## config.mk

```make
export PLATFORM = sky130hd
export DESIGN_NAME = reservation_station_flat
export DESIGN_NICKNAME = d
export VERILOG_FILES = /design/src/rtl/reservation_station_pkg.sv /design/src/rtl/reservation_station_if.sv /design/src/rtl/reservation_station_arb.sv /design/src/rtl/reservation_station.sv /design/src/flat_wrapper.sv
export SDC_FILE = /design/constraint.sdc
export NUM_CORES = 1
export LEC_CHECK = 0
export ABC_AREA = 1
export ABC_CLOCK_PERIOD_IN_PS = 3200
export BUFFER_PORTS_ARGS = -buffer_cell sky130_fd_sc_hd__buf_2
export CORE_ASPECT_RATIO = 1.4
export CORE_UTILIZATION = 39
export DETAILED_ROUTE_END_ITERATION = 7
export PLACE_DENSITY = 0.67
export SYNTH_ARGS = -nofsm -noshare
export SYNTH_HDL_FRONTEND = slang
export SYNTH_HIERARCHICAL = 1
export SYNTH_SLANG_ARGS = --single-unit
```

## constraint.sdc

```tcl
create_clock -name i_clk -period 3.2 [get_ports i_clk]
set_input_delay 0.32 -clock i_clk [delete_from_list [all_inputs] [get_ports i_clk]]
set_output_delay 0.32 -clock i_clk [all_outputs]
set_load 0.005 [all_outputs]
```

## src/rtl/reservation_station_pkg.sv

```systemverilog
// Shared widths and wakeup-source encoding for the reservation station slice.
package reservation_station_pkg;

  localparam int DATA_W_DEF  = 32;
  localparam int TAG_W_DEF   = 6;
  localparam int OP_W_DEF    = 4;
  localparam int ENT_NUM_DEF = 2;

  typedef enum logic [1:0] {
    WK_NONE = 2'd0,
    WK_CDB0 = 2'd1,
    WK_CDB1 = 2'd2
  } wake_sel_e;

  // cdb0 wins when both buses hit the same waiting source
  function automatic wake_sel_e wake_pick(input logic hit0, input logic hit1);
    wake_sel_e sel;
    if (hit0) begin
      sel = WK_CDB0;
    end else if (hit1) begin
      sel = WK_CDB1;
    end else begin
      sel = WK_NONE;
    end
    return sel;
  endfunction

endpackage

```

## src/rtl/reservation_station_if.sv

```systemverilog
// Dispatch, CDB broadcast and issue signals of the reservation station.
interface reservation_station_if
  import reservation_station_pkg::*;
#(
  parameter int ENT_NUM = ENT_NUM_DEF,
  parameter int ENT_SEL = $clog2(ENT_NUM),
  parameter int DATA_W  = DATA_W_DEF,
  parameter int TAG_W   = TAG_W_DEF,
  parameter int OP_W    = OP_W_DEF
) ();

  logic               i_flush;
  logic               i_disp_vld;
  logic               o_disp_rdy;
  logic [OP_W-1:0]    i_disp_op;
  logic [TAG_W-1:0]   i_disp_rob_tag;
  logic               i_disp_src1_rdy;
  logic               i_disp_src2_rdy;
  logic [DATA_W-1:0]  i_disp_src1;
  logic [DATA_W-1:0]  i_disp_src2;
  logic               i_cdb0_vld;
  logic [TAG_W-1:0]   i_cdb0_tag;
  logic [DATA_W-1:0]  i_cdb0_data;
  logic               i_cdb1_vld;
  logic [TAG_W-1:0]   i_cdb1_tag;
  logic [DATA_W-1:0]  i_cdb1_data;
  logic [ENT_NUM-1:0] o_rdy_vec;
  logic               i_issue_vld;
  logic [ENT_SEL-1:0] i_issue_sel;
  logic [OP_W-1:0]    o_issue_op;
  logic [DATA_W-1:0]  o_issue_src1;
  logic [DATA_W-1:0]  o_issue_src2;
  logic [TAG_W-1:0]   o_issue_rob_tag;

  modport slave (
    input  i_flush, i_disp_vld, i_disp_op, i_disp_rob_tag,
    input  i_disp_src1_rdy, i_disp_src2_rdy, i_disp_src1, i_disp_src2,
    input  i_cdb0_vld, i_cdb0_tag, i_cdb0_data, i_cdb1_vld, i_cdb1_tag, i_cdb1_data,
    input  i_issue_vld, i_issue_sel,
    output o_disp_rdy, o_rdy_vec, o_issue_op, o_issue_src1, o_issue_src2, o_issue_rob_tag
  );

  modport master (
    output i_flush, i_disp_vld, i_disp_op, i_disp_rob_tag,
    output i_disp_src1_rdy, i_disp_src2_rdy, i_disp_src1, i_disp_src2,
    output i_cdb0_vld, i_cdb0_tag, i_cdb0_data, i_cdb1_vld, i_cdb1_tag, i_cdb1_data,
    output i_issue_vld, i_issue_sel,
    input  o_disp_rdy, o_rdy_vec, o_issue_op, o_issue_src1, o_issue_src2, o_issue_rob_tag
  );

  modport mon (
    input i_flush, i_disp_vld, i_disp_op, i_disp_rob_tag,
    input i_disp_src1_rdy, i_disp_src2_rdy, i_disp_src1, i_disp_src2,
    input i_cdb0_vld, i_cdb0_tag, i_cdb0_data, i_cdb1_vld, i_cdb1_tag, i_cdb1_data,
    input i_issue_vld, i_issue_sel,
    input o_disp_rdy, o_rdy_vec, o_issue_op, o_issue_src1, o_issue_src2, o_issue_rob_tag
  );

endinterface

```

## src/rtl/reservation_station_arb.sv

```systemverilog
// Fixed-priority request arbiter: grants the lowest-index requester.
module req_arbiter #(
  parameter int N = 2
) (
  input  logic [N-1:0] req,
  output logic [N-1:0] gnt,
  output logic         gnt_vld
);

  // two's-complement trick isolates the lowest set bit
  assign gnt     = req & (~req + {{(N-1){1'b0}}, 1'b1});
  assign gnt_vld = |req;

endmodule

```

## src/rtl/reservation_station.sv

```systemverilog
// Reservation station: holds dispatched ops until both operands are woken by the CDBs.
module reservation_station
  import reservation_station_pkg::*;
#(
  parameter int ENT_NUM = ENT_NUM_DEF,
  parameter int ENT_SEL = $clog2(ENT_NUM),
  parameter int DATA_W  = DATA_W_DEF,
  parameter int TAG_W   = TAG_W_DEF,
  parameter int OP_W    = OP_W_DEF
) (
  input logic                  i_clk,
  input logic                  i_rst_n,
  reservation_station_if.slave bus
);

  logic [ENT_NUM-1:0] busy_r;
  logic [1:0]         src_rdy_r [ENT_NUM];
  logic [DATA_W-1:0]  src_val_r [ENT_NUM][2];
  logic [OP_W-1:0]    op_r      [ENT_NUM];
  logic [TAG_W-1:0]   rob_r     [ENT_NUM];

  logic [ENT_NUM-1:0] gnt_s;
  logic [ENT_NUM-1:0] rdy_s;
  logic               free_vld_s;
  logic               disp_fire_s;
  logic [ENT_SEL-1:0] sel_s;
  logic [DATA_W-1:0]  disp_raw_s [2];
  logic [1:0]         disp_raw_rdy_s;
  logic [DATA_W-1:0]  disp_val_s [2];
  logic [1:0]         disp_rdy_s;
  wake_sel_e          disp_wk_s  [2];
  wake_sel_e          ent_wk_s   [ENT_NUM][2];

  req_arbiter #(.N(ENT_NUM)) u_alloc (
    .req     (~busy_r),
    .gnt     (gnt_s),
    .gnt_vld (free_vld_s)
  );

  assign bus.o_disp_rdy = free_vld_s;
  assign disp_fire_s    = bus.i_disp_vld && free_vld_s && !bus.i_flush;
  assign sel_s          = bus.i_issue_sel;

  assign bus.o_issue_op      = op_r[sel_s];
  assign bus.o_issue_rob_tag = rob_r[sel_s];
  assign bus.o_issue_src1    = src_val_r[sel_s][0];
  assign bus.o_issue_src2    = src_val_r[sel_s][1];
  assign bus.o_rdy_vec       = rdy_s;

  // Resolve dispatched sources, catching a result broadcast in the same cycle
  always_comb begin
    disp_raw_s[0]  = bus.i_disp_src1;
    disp_raw_s[1]  = bus.i_disp_src2;
    disp_raw_rdy_s = {bus.i_disp_src2_rdy, bus.i_disp_src1_rdy};
    for (int s = 0; s < 2; s++) begin
      disp_wk_s[s]  = wake_pick(bus.i_cdb0_vld && (bus.i_cdb0_tag == disp_raw_s[s][TAG_W-1:0]),
                                bus.i_cdb1_vld && (bus.i_cdb1_tag == disp_raw_s[s][TAG_W-1:0]));
      disp_rdy_s[s] = 1'b1;
      disp_val_s[s] = disp_raw_s[s];
      if (disp_raw_rdy_s[s]) begin
        disp_val_s[s] = disp_raw_s[s];
      end else begin
        case (disp_wk_s[s])
          WK_CDB0: disp_val_s[s] = bus.i_cdb0_data;
          WK_CDB1: disp_val_s[s] = bus.i_cdb1_data;
          default: disp_rdy_s[s] = 1'b0;
        endcase
      end
    end
  end

  // Per-entry tag match against both broadcast buses, plus the issue-ready vector
  always_comb begin
    for (int i = 0; i < ENT_NUM; i++) begin
      rdy_s[i] = busy_r[i] & src_rdy_r[i][0] & src_rdy_r[i][1];
      for (int s = 0; s < 2; s++) begin
        ent_wk_s[i][s] = wake_pick(
          busy_r[i] && !src_rdy_r[i][s] && bus.i_cdb0_vld &&
            (bus.i_cdb0_tag == src_val_r[i][s][TAG_W-1:0]),
          busy_r[i] && !src_rdy_r[i][s] && bus.i_cdb1_vld &&
            (bus.i_cdb1_tag == src_val_r[i][s][TAG_W-1:0]));
      end
    end
  end

  // Entry state: reset and flush drop every entry; payload fields are left as-is
  always_ff @(posedge i_clk) begin
    if (!i_rst_n || bus.i_flush) begin
      busy_r <= '0;
      for (int i = 0; i < ENT_NUM; i++) begin
        src_rdy_r[i] <= 2'b00;
      end
    end else begin
      for (int i = 0; i < ENT_NUM; i++) begin
        if (disp_fire_s && gnt_s[i]) begin
          busy_r[i]       <= 1'b1;
          op_r[i]         <= bus.i_disp_op;
          rob_r[i]        <= bus.i_disp_rob_tag;
          src_rdy_r[i]    <= disp_rdy_s;
          src_val_r[i][0] <= disp_val_s[0];
          src_val_r[i][1] <= disp_val_s[1];
        end else begin
          // an issued entry is freed even if it was not ready
          if (bus.i_issue_vld && (sel_s == ENT_SEL'(i))) begin
            busy_r[i] <= 1'b0;
          end
          for (int s = 0; s < 2; s++) begin
            case (ent_wk_s[i][s])
              WK_CDB0: begin
                src_rdy_r[i][s] <= 1'b1;
                src_val_r[i][s] <= bus.i_cdb0_data;
              end
              WK_CDB1: begin
                src_rdy_r[i][s] <= 1'b1;
                src_val_r[i][s] <= bus.i_cdb1_data;
              end
              default: begin
                src_rdy_r[i][s] <= src_rdy_r[i][s];
              end
            endcase
          end
        end
      end
    end
  end

endmodule

```

## src/flat_wrapper.sv

```systemverilog
// flat-port wrapper written by rule: the top's interface ports become plain ports
module reservation_station_flat import reservation_station_pkg::*;
#(
  parameter int ENT_NUM = ENT_NUM_DEF,
  parameter int ENT_SEL = $clog2(ENT_NUM),
  parameter int DATA_W  = DATA_W_DEF,
  parameter int TAG_W   = TAG_W_DEF,
  parameter int OP_W    = OP_W_DEF
)
  (i_clk, i_rst_n, bus_i_flush, bus_i_disp_vld, bus_i_disp_op, bus_i_disp_rob_tag, bus_i_disp_src1_rdy, bus_i_disp_src2_rdy, bus_i_disp_src1, bus_i_disp_src2, bus_i_cdb0_vld, bus_i_cdb0_tag, bus_i_cdb0_data, bus_i_cdb1_vld, bus_i_cdb1_tag, bus_i_cdb1_data, bus_i_issue_vld, bus_i_issue_sel, bus_o_disp_rdy, bus_o_rdy_vec, bus_o_issue_op, bus_o_issue_src1, bus_o_issue_src2, bus_o_issue_rob_tag);
  reservation_station_if #(.ENT_NUM(ENT_NUM), .ENT_SEL(ENT_SEL), .DATA_W(DATA_W), .TAG_W(TAG_W), .OP_W(OP_W)) bus_i ();
  input logic i_clk;
  input logic i_rst_n;
  input wire logic [$bits(bus_i.i_flush)-1:0] bus_i_flush;
  input wire logic [$bits(bus_i.i_disp_vld)-1:0] bus_i_disp_vld;
  input wire logic [$bits(bus_i.i_disp_op)-1:0] bus_i_disp_op;
  input wire logic [$bits(bus_i.i_disp_rob_tag)-1:0] bus_i_disp_rob_tag;
  input wire logic [$bits(bus_i.i_disp_src1_rdy)-1:0] bus_i_disp_src1_rdy;
  input wire logic [$bits(bus_i.i_disp_src2_rdy)-1:0] bus_i_disp_src2_rdy;
  input wire logic [$bits(bus_i.i_disp_src1)-1:0] bus_i_disp_src1;
  input wire logic [$bits(bus_i.i_disp_src2)-1:0] bus_i_disp_src2;
  input wire logic [$bits(bus_i.i_cdb0_vld)-1:0] bus_i_cdb0_vld;
  input wire logic [$bits(bus_i.i_cdb0_tag)-1:0] bus_i_cdb0_tag;
  input wire logic [$bits(bus_i.i_cdb0_data)-1:0] bus_i_cdb0_data;
  input wire logic [$bits(bus_i.i_cdb1_vld)-1:0] bus_i_cdb1_vld;
  input wire logic [$bits(bus_i.i_cdb1_tag)-1:0] bus_i_cdb1_tag;
  input wire logic [$bits(bus_i.i_cdb1_data)-1:0] bus_i_cdb1_data;
  input wire logic [$bits(bus_i.i_issue_vld)-1:0] bus_i_issue_vld;
  input wire logic [$bits(bus_i.i_issue_sel)-1:0] bus_i_issue_sel;
  output wire logic [$bits(bus_i.o_disp_rdy)-1:0] bus_o_disp_rdy;
  output wire logic [$bits(bus_i.o_rdy_vec)-1:0] bus_o_rdy_vec;
  output wire logic [$bits(bus_i.o_issue_op)-1:0] bus_o_issue_op;
  output wire logic [$bits(bus_i.o_issue_src1)-1:0] bus_o_issue_src1;
  output wire logic [$bits(bus_i.o_issue_src2)-1:0] bus_o_issue_src2;
  output wire logic [$bits(bus_i.o_issue_rob_tag)-1:0] bus_o_issue_rob_tag;
  assign bus_i.i_flush = bus_i_flush;
  assign bus_i.i_disp_vld = bus_i_disp_vld;
  assign bus_i.i_disp_op = bus_i_disp_op;
  assign bus_i.i_disp_rob_tag = bus_i_disp_rob_tag;
  assign bus_i.i_disp_src1_rdy = bus_i_disp_src1_rdy;
  assign bus_i.i_disp_src2_rdy = bus_i_disp_src2_rdy;
  assign bus_i.i_disp_src1 = bus_i_disp_src1;
  assign bus_i.i_disp_src2 = bus_i_disp_src2;
  assign bus_i.i_cdb0_vld = bus_i_cdb0_vld;
  assign bus_i.i_cdb0_tag = bus_i_cdb0_tag;
  assign bus_i.i_cdb0_data = bus_i_cdb0_data;
  assign bus_i.i_cdb1_vld = bus_i_cdb1_vld;
  assign bus_i.i_cdb1_tag = bus_i_cdb1_tag;
  assign bus_i.i_cdb1_data = bus_i_cdb1_data;
  assign bus_i.i_issue_vld = bus_i_issue_vld;
  assign bus_i.i_issue_sel = bus_i_issue_sel;
  assign bus_o_disp_rdy = bus_i.o_disp_rdy;
  assign bus_o_rdy_vec = bus_i.o_rdy_vec;
  assign bus_o_issue_op = bus_i.o_issue_op;
  assign bus_o_issue_src1 = bus_i.o_issue_src1;
  assign bus_o_issue_src2 = bus_i.o_issue_src2;
  assign bus_o_issue_rob_tag = bus_i.o_issue_rob_tag;
  reservation_station #(.ENT_NUM(ENT_NUM), .ENT_SEL(ENT_SEL), .DATA_W(DATA_W), .TAG_W(TAG_W), .OP_W(OP_W)) u_core (.i_clk(i_clk), .i_rst_n(i_rst_n), .bus(bus_i));
endmodule
```

* After elaboration in Yosys (flattened, before gate mapping)
Memory sizes are Yosys's and may differ from the RTL's.
Cells that the tools add are included.
** Cells by class
- Add/subtract/negate cells :: 1
- Eq/ne operators :: 24
- Multiplexer cells :: 108
- Bitwise operators :: 30
- Reduce and logical (&&, ||, !) cells :: 48
** Operators with widths (count)
- $mux W32 :: 10
- $pmux W32 S2 :: 2
- $mux W1 :: 80
- $eq A6 B6 Y1 :: 12
- $logic_and A1 B1 Y1 :: 30
- $mux W2 :: 14
- $or A1 B1 Y1 :: 22
- $reduce_or A2 Y1 :: 7
- $eq A2 B1 Y1 const B :: 6
- $eq A2 B2 Y1 const B :: 6
- $logic_not A1 Y1 :: 6
- $mux W6 :: 1
- $reduce_or A6 Y1 :: 1
- $and A1 B1 Y1 :: 4
- $mux W4 :: 1
- $not A2 Y2 :: 2
- $reduce_bool A2 Y1 :: 2
- $reduce_or A4 Y1 :: 1
- $add A2 B1 Y2 const B :: 1
- $and A2 B2 Y2 :: 1
- $logic_or A1 B1 Y1 :: 1
- $not A1 Y1 :: 1
** Word-level totals
- Flip-flop bits (word level) :: 2
- RAM bits :: 152
- Bits of input ports :: 160
- Word-level logic and storage cells :: 217
- Memories :: 4
** Memories
- u_core.src_val_r :: depth 2, bits a word 64, read ports 3, clocked after memory_dff 0, wr ports 2, line reservation_station.sv:18 : logic [DATA_W-1:0] src_val_r [ENT_NUM][2];
- u_core.rob_r :: depth 2, bits a word 6, read ports 1, clocked after memory_dff 0, wr ports 1, line reservation_station.sv:20 : logic [TAG_W-1:0] rob_r [ENT_NUM];
- u_core.op_r :: depth 2, bits a word 4, read ports 1, clocked after memory_dff 0, wr ports 1, line reservation_station.sv:19 : logic [OP_W-1:0] op_r [ENT_NUM];
- u_core.src_rdy_r :: depth 2, bits a word 2, read ports 2, clocked after memory_dff 0, wr ports 2, line reservation_station.sv:17 : logic [1:0] src_rdy_r [ENT_NUM];

* Longest topological paths before layout
Gate-level depths: netlist (run 1).
An unclocked memory read counts as a cell.
- Word-level depth :: 15
- Gate-level depth with buffers :: 16
- Gate-level depth less buffers :: 15

* Hierarchy
The synthesis (run 1) kept the hierarchy.
** Modules (own cells, without submodules)
- reservation_station :: times used 1, cells an instance 1940, area an instance 12747.2 um^2
- req_arbiter :: times used 1, cells an instance 5, area an instance 22.5 um^2

* Worst setup path before layout (run 1)
No wires, ideal clock.
- Path type :: reg2reg
- Start :: register u_core.busy_r[0]
- End :: memory u_core/src_val_r[1][0] (netlist name), enable pin
- Arrival time :: 2.259 ns
- Slack :: 0.380 ns
- Cell stages (with the launch flop) :: 12
- Buffers on the path :: 1
- Clock period less this slack :: 2.820 ns
- Path through :: dfxtp_1 -> inv_2 -> inv_1 -> nand2_1 -> nand2_1 -> nor2_1 -> nand2_1 -> nand2_1 -> nor2_2 -> inv_1 -> clkbuf_1 -> nand3_1
** RTL lines
- from (decl) :: line reservation_station.sv:16 : logic [ENT_NUM-1:0] busy_r;
- from (signal assigned) :: line reservation_station.sv:89 : busy_r <= '0;
- from (signal, indexed assignment) :: line reservation_station.sv:96 : busy_r[i] <= 1'b1;
- from (signal, indexed assignment) :: line reservation_station.sv:105 : busy_r[i] <= 1'b0;
- to (decl) :: line reservation_station.sv:18

==> summary.txt, run 1 <==
Place
  – DP Area: 14440 um^2
  – GPL Wtd Cong: between 0.9 and 1
  – DP Worst Slack: ~0.67 ns
  – Input/output buffers: about 240
  – DP HPWL: 36.10 mm
  – DP Cell Count: approximately 2500

Setup path
  – Worst EP required: 3.41 ns
  – Critical Path AT: 2.83 ns
  – Crit start category: register
  – Worst R2R Path Depth: 16
  – R2R Setup Slk: just under 0.6 ns
  – RR Endpoint: u_core/src_val_r[0][20]
  – CP Max Fanout: 24
  – Setup crit end kind: register
  – Critical path type: reg2reg
  – Reg-to-reg startpoint: u_core/busy_r[1]

Die
  – Die height: 216.1 um
  – Die area: 33480 um^2
  – # rows: 78
  – Num ports: 237
  – Die span in x: 154.9 um
  – Core Box Area: 32300 um^2
  – Starting Density: between 30% and 40%

Clocking
  – Reg clk slew, reported paths: 0.06 ns
  – Clk_lat worst skew: approximately 0.46 ns
  – CTS Buffer Depth: 2
  – Post-CTS Setup Inserts: 0
  – CTS buffer count: 17
  – H-Tree Depth: 4
  – Sink Count: about 150
  – Hold_buf cts: 0
  – CTS tree: built
  – Quantity of gates resized following cts: 0
  – Root Buffer: clkbuf_16

Detailed routing
  – Drt first pass iters: 6
  – Post-route ant nets: 0
  – DRC viols: 0
  – DR iter-0 viols: 1561
  – Wire per inst: 21.01 um
  – Detailed-route wire length: 54.22 mm
  – Vias: roughly 14000
  – Vias/cell: 5.603

Power and ir drop
  – Pwr dens: roughly 350 nW/um^2
  – Tot Pwr: 5.222 mW
  – Leak pwr: just under 8 nW
  – Peak VDD IR: ~0.35 mV

Job
  – Max Cap Viol: 0

STA
  – Endpoints failing hold: 0
  – Clock skew: 0.009375 ns
  – Setup tns final: 0 ns
  – Max Slew Vio Count: 0
  – # setup viols final: 0
  – Crit share post-route: 81.81%
  – Worst Tran Pin Value: 0.7247 ns
  – Unrepaired setup endpoints after global routing: no
  – Tmin final: between 2 and 3 ns
  – Slew margin rel.: between 50 and 60%
  – Fmax: 382.0 MHz
  – Hold Slack: around 0.057 ns
  – Final WS setup: 0.5820 ns

Finish
  – Share of layout cells above drive strength 1: 19.16%
  – Layout Cells excl Fill: between 2000 and 3000
  – Fill count: around 3300
  – Cell area after layout: 15020 um^2
  – # nets final: 2287
  – Area Growth Syn to Fin: 17.62%
  – Util after Layout: 46.49%

Hold path
  – Hold path cells: 1
  – Hold crit path type: in2reg
  – HP Start: bus_i_disp_op[1]
  – WHS Endpoint: u_core/op_r[1][1]

Synthesis
  – Yosys top cell area share: 35.74%
  – Top post-synthesis cells by area: edfxtp_1, nand2_1, nand3_1
  – Syn avg cell area: 6.565 um^2
  – Area leader, netlist: edfxtp_1
  – FF+latch count, synth: 154
  – Synth Cell Area: between 10000 and 15000 um^2
  – Netlist cell types: 31
  – EDFF count, synth: 152
  – Ys Warns: 6
  – Sequential area share after synthesis: 36.06%
  – Asr flop ratio synth: 0%
  – Most used DFF post-synth: edfxtp_1
  – Syn nets: 2105
  – Cells after Synth: approximately 1900

GRT
  – Total gr overflow: 0
  – First-pass GRT wire length: 81.34 mm
  – Tot GR Track Use: 32.38%
  – Initial antenna violation count: 1
  – Vias in the first global route: 14140
  – Pin count of the biggest net entering global routing: 45

Run status
  – Outcome: complete, no violations
## how the worst max path moves through the flow
stage                                      start                       to  depth (start not counted)
after floorplan                 u_core/busy_r[0]   u_core/src_val_r[1][0]                         11
after global placement    u_core/src_rdy_r[0][0]  u_core/src_val_r[0][38]                          8
after detailed placement        u_core/busy_r[1]   u_core/src_val_r[0][8]                         16
after CTS                       u_core/busy_r[1]  u_core/src_val_r[0][29]                         16
after global routing            u_core/busy_r[1]  u_core/src_val_r[0][20]                         16
final                           u_core/busy_r[1]  u_core/src_val_r[0][20]                         16
## cell usage after synthesis (3+ instances only)
| library cell | number |
|---|---|
| buf_2 | 44 |
| o21ai_0 | 15 |
| xor2_1 | 11 |
| xnor2_1 | 21 |
| buf_1 | 5 |
| mux2_2 | 62 |
| o22ai_1 | 3 |
| clkinv_1 | 7 |
| inv_2 | 9 |
| inv_1 | 208 |
| nor2_2 | 7 |
| nand4_1 | 74 |
| nor2_1 | 39 |
| edfxtp_1 | 152 |
| a21oi_1 | 13 |
| nand2_1 | 867 |
| nand3_1 | 310 |
| nand2_2 | 4 |
| buf_4 | 13 |
| nor3_1 | 6 |
| clkbuf_1 | 60 |
## layer usage
layer | track usage [%] | part of all wire, % | up-vias | routed length, um
met2 | 54.32 | 48 | 1012 | 25870
met5 | 0 | 0 | - | 0
li1 | - | - | 6621 | -
met4 | 21.75 | 6.7 | 0 | 3653
met3 | 4.959 | 9.6 | 262 | 5193
met1 | 38.08 | 36 | 6567 | 19500
## power by group
group          internal, mW  switching [mW]
clock                  1.15           0.924
combinational         0.291           0.573
sequential             2.26          0.0192
## placed cells by master (no fill, tap or decap)
master,Yosys,routed
o21ai_0,15,15
xnor2_1,21,21
nand2_2,4,5
nand3b_1,2,2
nand3_2,0,4
xor2_1,11,11
inv_6,0,2
clkbuf_16,0,17
clkinv_4,0,6
edfxtp_1,152,152
inv_2,9,10
nor2_4,1,3
clkbuf_1,60,1
o22ai_1,3,3
buf_2,44,235
clkinv_2,0,2
buf_12,0,6
o211ai_1,2,2
diode_2,0,1
dfxtp_1,2,2
nor4_1,1,1
inv_1,208,207
nor3_4,1,3
nand3_1,310,306
nor2_1,39,35
a21oi_1,13,13
and3_1,2,2
nand4_1,74,74
nand2_1,867,866
clkinv_1,7,9
bufinv_16,0,2
buf_4,13,44
nor2_2,7,9
a31oi_1,1,1
mux2_2,62,62
o2111ai_1,1,1
nor3_1,6,6
## kinds of logic (layout without fill, tap and decap cells)
group | Yosys count | in the layout | share of synthesized area (%)
other | 0 | 1 | 0
AND/OR/NAND/NOR | 1316 | 1316 | 43.82
AO/OA/AOI/OAI | 35 | 35 | 1.480
flip-flops | 154 | 154 | 36.06
buffers and inverters | 346 | 541 | 10.98
multiplexers | 62 | 62 | 5.467
XOR/XNOR | 32 | 32 | 2.195
## critical path, cell delays in order (launching register included)
cell and delay [ns]:
dfxtp_1 0.37, inv_1 0.07, inv_1 0.07, nand2_1 0.06
nand2_1 0.06, nor2_1 0.05, nand2_1 0.09, nand2_1 0.15
inv_2 0.40, nand2_1 0.16, inv_1 0.11, nand2_2 0.19
buf_4 0.34, nand2_1 0.10, inv_1 0.05, nand2_1 0.07
nand2_1 0.05
## cell type report
| type | count | area [um^2] | share of cell area (%) |
|---|---|---|---|
| clock inverter | 14 | 147.6 | 0.9830 |
| antenna | 1 | 2.502 | 0.01666 |
| clock buffer | 18 | 429.2 | 2.857 |
| timing repair buffer | 285 | 1627 | 10.83 |
| tap | 440 | 550.5 | 3.665 |
| multi-input combinational | 1445 | 6818 | 45.39 |
| sequential | 154 | 4604 | 30.66 |
| inverter | 224 | 840.8 | 5.598 |
## registers in the layout, indices dropped and copies added (netlist names)
register,flops
u_core/src_val_r,128
u_core/rob_r,12
u_core/op_r,8
u_core/src_rdy_r,4
u_core/busy_r,2
Power figures use the tool's default switching activity.
==> run 2, diff against run 1 <==
--- a/config.mk
+++ b/config.mk
@@ -5,13 +5,13 @@
 export SDC_FILE = /design/constraint.sdc
 export NUM_CORES = 1
 export LEC_CHECK = 0
-export ABC_AREA = 1
-export ABC_CLOCK_PERIOD_IN_PS = 3200
+export ABC_AREA = 0
+export ABC_CLOCK_PERIOD_IN_PS = 2600
 export BUFFER_PORTS_ARGS = -buffer_cell sky130_fd_sc_hd__buf_2
 export CORE_ASPECT_RATIO = 1.4
 export CORE_UTILIZATION = 39
 export DETAILED_ROUTE_END_ITERATION = 7
-export PLACE_DENSITY = 0.67
+export PLACE_DENSITY = 0.68
 export SYNTH_ARGS = -nofsm -noshare
 export SYNTH_HDL_FRONTEND = slang
 export SYNTH_HIERARCHICAL = 1
==> constraint.sdc (replaced) <==
create_clock -name i_clk -period 2.6 [get_ports i_clk]
set_input_delay 0.26 -clock i_clk [delete_from_list [all_inputs] [get_ports i_clk]]
set_output_delay 0.26 -clock i_clk [all_outputs]
set_load 0.005 [all_outputs]
==> run 2 against run 1 <==
Effect of this change:
- power rose by 24%
- routed wire length fell by 20%
- synthesized cell count fell by 39%
- combinational power rose by 25%
- synthesized area fell by 11%
- highest routed layer unchanged
==> summary.txt, run 2 <==
Run status
  – Outcome: complete, no violations

Synthesis
  – Post-synthesis xor/xnor area fraction: 5.728%
  – Synth Cell Area: 11400 um^2
  – Netlist cell types: 53
  – FF+latch count, synth: 154
  – Syn avg cell area: 9.663 um^2
  – Syn nets: 1340
  – Simple-Gate Fraction of Synth Area: 12.52%
  – Compound-Gate Fraction of Synth Area: approximately 22%
  – Asr flop ratio synth: 0%
  – Ys Warns: 6
  – Most used DFF post-synth: edfxtp_1
  – Yosys top cell area share: 40.03%
  – Cells after Synth: 1180
  – Top post-synthesis cells by area: edfxtp_1, mux2_2, mux2i_1
  – Cell with the most instances after synthesis: edfxtp_1
  – Sequential area share after synthesis: 40.38%
  – EDFF count, synth: 152
  – Largest family of logic cells by synthesized area: compound AO/OA/AOI/OAI gates
  – Synth top cells by count: edfxtp_1, clkbuf_1, nand2_1
  – Post-synthesis mux area share: 12.93%
  – Synth Area in Adders: 0%
  – Area leader, netlist: edfxtp_1

Detailed routing
  – DR iter-0 viols: about 1300
  – Post-route ant nets: 0
  – Detailed-route wire length: 43.19 mm
  – DRC viols: 0
  – Vias/cell: 6.297
  – Wire per inst: 24.36 um
  – Drt first pass iters: 7
  – Vias: 11170

Finish
  – Area Growth Syn to Fin: 22.52%
  – Most frequent cells in the layout: buf_2, edfxtp_1, nand2_1
  – Share of layout cells above drive strength 1: 31.16%
  – Util after Layout: 48.86%
  – Most common cell after layout, fill and taps aside: buf_2
  – Largest registers: u_core/src_val_r (128), u_core/rob_r (12), u_core/op_r (8)
  – Largest Register: u_core/src_val_r
  – Flip-flop count of the largest register after layout: ~130
  – Cell area after layout: 13970 um^2
  – Layout Cells excl Fill: between 1500 and 2000
  – # nets final: approximately 1500

Setup path
  – CP max stage cell: or4_4
  – CP Depth: 6
  – Crit path cell chain: xnor2_1, nand3_1, or4_4, a211oi_4, buf_4, mux2i_1
  – Worst EP required: 2.89 ns
  – Worst R2R Path Depth: 6
  – Critical Path AT: 2.84 ns
  – CP Max Fanout: 16
  – Crit start category: register
  – CP max stage delay: 0.58 ns
  – Critical path type: reg2reg
  – Setup crit end kind: register
  – Buffers and inverters on the worst path: 1
  – Crit-path leading delay family: simple AND/OR/NAND/NOR gates

Power and ir drop
  – Tot Pwr: 6.462 mW
  – Peak VDD IR: 0.3708 mV
  – Pwr dens: 462.6 nW/um^2
  – Leak pwr: 4.930 nW

Place
  – DP HPWL: around 30 mm
  – DP Area: 13290 um^2
  – GPL Wtd Cong: 0.8888
  – DP Worst Slack: 0.1270 ns
  – DP Cell Count: about 1700
  – Input/output buffers: 236

STA
  – Setup tns final: 0 ns
  – Slew margin rel.: 54.86%
  – Crit share post-route: 98.26%
  – Final WS setup: 0.04519 ns
  – Worst Tran Pin Value: 0.6772 ns
  – Fmax: 391.4 MHz
  – Endpoints failing hold: 0
  – Tmin final: 2.555 ns
  – Unrepaired setup endpoints after global routing: no
  – Hold Slack: between 0.015 and 0.02 ns
  – Clock skew: 0.01096 ns
  – Max Slew Vio Count: 0
  – # setup viols final: 0

Die
  – Starting Density: 39.88%
  – Die span in x: 146.5 um
  – Core Box Area: 28590 um^2
  – Die area: 29930 um^2
  – Num ports: 237
  – Die height: approximately 200 um
  – # rows: 73

GRT
  – Tot GR Track Use: 28.78%
  – First-pass GRT wire length: approximately 65 mm
  – Total gr overflow: 0
  – Vias in the first global route: about 11000
  – Initial antenna violation count: 4
  – Pin count of the biggest net entering global routing: 65

Clocking
  – H-Tree Depth: 4
  – Root Buffer: clkbuf_16
  – Post-CTS Setup Inserts: 0
  – Clk_lat worst skew: 0.45 ns
  – CTS tree: built
  – CTS buffer count: 17
  – CTS Buffer Depth: 2
  – Sink Count: 154
  – Reg clk slew, reported paths: 0.07 ns

Hold path
  – Hold path cells: 1
  – Hold crit path type: in2reg

Job
  – Max Cap Viol: 0
## run 2: area by class of cell
class | count | area (um^2)
clock buffers | 17 | 425.4
diodes | 5 | 12.51
well taps | 375 | 469.2
repair buffers | 303 | 1971
multi-input cells | 867 | 6177
clock inverters | 15 | 171.4
flip-flops and latches | 154 | 4604
inverters | 37 | 138.9
fillers | 2653 | 14620
## run 2: per-layer routing
layer	part of all wire (%)	global-route usage (%)
met2	50	49.56
met1	37	33.52
met4	5.4	17.22
met5	0	0
met3	7.9	4.821
## run 2: report_power, final
part / internal, mW / switching (mW) / total [mW]
sequential: 2.79 / 0.0270 / 2.82
combinational: 0.441 / 0.637 / 1.08
clock: 1.38 / 1.19 / 2.57
## run 2: worst paths after layout
path / from / end / slack (ns)
max: u_core/src_val_r[1][37] / u_core/src_val_r[1][39] / 0.05
max reg2reg: u_core/src_val_r[1][37] / u_core/src_val_r[1][39] / 0.05
min reg2reg: u_core/busy_r[1] / u_core/busy_r[1] / 0.62
min: bus_i_disp_op[1] / u_core/op_r[1][1] / 0.02
## run 2: cell families after synthesis
family	count (synthesis)
compound gates	363
simple gates	294
buf+inv	159
flops	154
mux	138
xor+xnor	72
## run 2: worst reg2reg max path: stages (launching register included)
cell      delay, ns
edfxtp_1       0.45
xnor2_1        0.20
nand3_1        0.18
or4_4          0.58
a211oi_4       0.36
buf_4          0.37
mux2i_1        0.26
## run 2: repair_timing
item,CTS,global route
hold endpoints to repair,11,2
hold buffers,6,1
gates resized for setup,0,1
setup endpoints to repair,0,1
==> run 3, diff against run 2 <==
--- a/config.mk
+++ b/config.mk
@@ -6,7 +6,7 @@
 export NUM_CORES = 1
 export LEC_CHECK = 0
 export ABC_AREA = 0
-export ABC_CLOCK_PERIOD_IN_PS = 2600
+export ABC_CLOCK_PERIOD_IN_PS = 3000
 export BUFFER_PORTS_ARGS = -buffer_cell sky130_fd_sc_hd__buf_2
 export CORE_ASPECT_RATIO = 1.4
 export CORE_UTILIZATION = 39
==> constraint.sdc (replaced) <==
create_clock -name i_clk -period 3 [get_ports i_clk]
set_input_delay 0.75 -clock i_clk [delete_from_list [all_inputs] [get_ports i_clk]]
set_output_delay 0.75 -clock i_clk [all_outputs]
set_load 0.005 [all_outputs]
==> run 3 against run 2 <==
Effect of this change:
- via count up 1.6%
- non-clock buffer count decreased by 1
- sequential share of layout area hardly changed
- core utilization hardly changed
==> summary.txt, run 3 (same netlist as run 2, synthesis figures left out) <==
Run status
  – Outcome: complete, no violations

STA
  – Setup tns final: 0 ns
  – Crit share post-route: 87.89%
  – Fmax: 379.3 MHz
  – Tmin final: 2.637 ns
  – Unrepaired setup endpoints after global routing: no
  – Endpoints failing hold: 0
  – Worst Tran Pin Value: 0.6932 ns
  – Slew margin rel.: a little over half
  – Clock skew: 0.01071 ns
  – Max Slew Vio Count: 0
  – # setup viols final: 0
  – Final WS setup: 0.3634 ns

Power and ir drop
  – Peak VDD IR: about 0.30 mV
  – Pwr dens: 393.5 nW/um^2
  – Leak pwr: 4.936 nW

Detailed routing
  – Drt first pass iters: 5
  – Detailed-route wire length: about 44 mm
  – Post-route ant nets: 0
  – Vias: ~11000
  – DRC viols: 0
  – Wire per inst: approximately 25 um
  – DR iter-0 viols: 1534
  – Vias/cell: 6.406

Clocking
  – Hold_buf cts: 0
  – Post-CTS Setup Inserts: 0
  – H-Tree Depth: 4
  – Clk_lat worst skew: 0.45 ns
  – CTS buffer count: 17
  – Sink Count: 154
  – CTS Buffer Depth: 2
  – CTS tree: built
  – Reg clk slew, reported paths: 0.07 ns
  – Root Buffer: clkbuf_16
  – Quantity of gates resized following cts: 0

Finish
  – Most common cell after layout, fill and taps aside: buf_2
  – Fill count: approximately 2700
  – Util after Layout: 48.88%
  – Flip-flop count of the largest register after layout: about 130
  – # nets final: 1539
  – Most frequent cells in the layout: buf_2, edfxtp_1, nand2_1
  – Share of layout cells above drive strength 1: a little under a third
  – Area Growth Syn to Fin: 22.55%
  – Largest Register: u_core/src_val_r
  – Largest registers: u_core/src_val_r (128), u_core/rob_r (12), u_core/op_r (8)

GRT
  – Tot GR Track Use: 29.27%
  – Pin count of the biggest net entering global routing: 37
  – Initial antenna violation count: 3
  – Total gr overflow: 0
  – Vias in the first global route: 11310
  – First-pass GRT wire length: 66.01 mm

Setup path
  – Setup crit end kind: output pin
  – Reg-to-reg startpoint: u_core/src_val_r[1][37]
  – Crit start category: primary input
  – RR Endpoint: u_core/src_val_r[1][50]
  – R2R Setup Slk: 0.51 ns
  – Worst R2R Path Depth: 7
  – CP Max Fanout: 35
  – Worst EP required: roughly 2.3 ns
  – Critical Path AT: 1.89 ns
  – Critical path type: in2out

Die
  – # rows: 73
  – Num ports: 237
  – Starting Density: 39.88%
  – Core Box Area: 28590 um^2
  – Die span in x: 146.5 um
  – Die height: between 200 and 250 um
  – Die area: 29930 um^2

Hold path
  – HP Start: bus_i_disp_rob_tag[2]
  – Hold crit path type: in2reg
  – Hold path cells: 1
  – WHS Endpoint: u_core/rob_r[1][2]

Place
  – DP Worst Slack: about 0.071 ns
  – Input/output buffers: 236
  – GPL Wtd Cong: 0.9506
  – DP HPWL: 30.31 mm

Job
  – Max Cap Viol: 0
[run 3: worst max-delay path: stages]
cell and delay (ns):
buf_4 0.29, buf_12 0.28, mux2_2 0.41, buf_2 0.14
[run 3: stage by stage]
stage | hold WS (ns) | instances | cell area [um^2] | power [mW]
after floorplan | 0.4967 | 1180 | 11420 | 2.951
after global placement | 0.5910 | 1735 | 13400 | 3.392
after detailed placement | 0.5836 | 1735 | 13400 | 3.410
after CTS | 0.4875 | 1767 | 13960 | 5.486
after global routing | 0.4802 | 1770 | 13970 | 5.656
final | 0.4926 | 1771 | 13970 | 5.499
[run 3: power breakdown]
group,total [mW],internal (mW),leakage [nW],switching (mW)
Sequential,2.44,2.42,1.40,0.0226
Combinational,0.949,0.381,3.25,0.568
Clock,2.11,1.15,0.280,0.954
Total,5.50,3.95,4.94,1.54
[run 3: per-layer routing]
layer / track usage [%] / part of all wire, % / vias up
li1: - / - / 4967
met3: 5.000 / 9.4 / 197
met1: 35.20 / 37 / 5371
met4: 19.72 / 6.2 / 0
met2: 47.98 / 48 / 810
met5: 0 / 0 / -
[run 3: cell type report]
class | instances | area (um^2) | area share (%)
antenna | 4 | 10.01 | 0.07163
clock buffer | 17 | 425.4 | 3.044
clock inverter | 15 | 138.9 | 0.9939
inverter | 37 | 138.9 | 0.9939
multi-input combinational | 867 | 6170 | 44.15
sequential | 154 | 4604 | 32.95
tap | 375 | 469.2 | 3.358
timing repair buffer | 302 | 2017 | 14.43
[run 3: worst max-delay path by stage]
stage | slack, ns | from | endpoint | cells after the start
6_report | 0.36 | bus_i_issue_sel | bus_o_issue_src1[16] | 4
2_1_floorplan | 0.02 | bus_i_cdb1_tag[3] | u_core/src_val_r[0][32] | 7
5_1_grt | 0.32 | bus_i_issue_sel | bus_o_issue_src1[16] | 4
4_1_cts | 0.36 | bus_i_issue_sel | bus_o_issue_src1[16] | 4
3_3_place_gp | 0.13 | bus_i_cdb0_tag[4] | u_core/src_val_r[1][32] | 9
3_5_place_dp | 0.07 | bus_i_cdb0_tag[4] | u_core/src_val_r[1][50] | 9
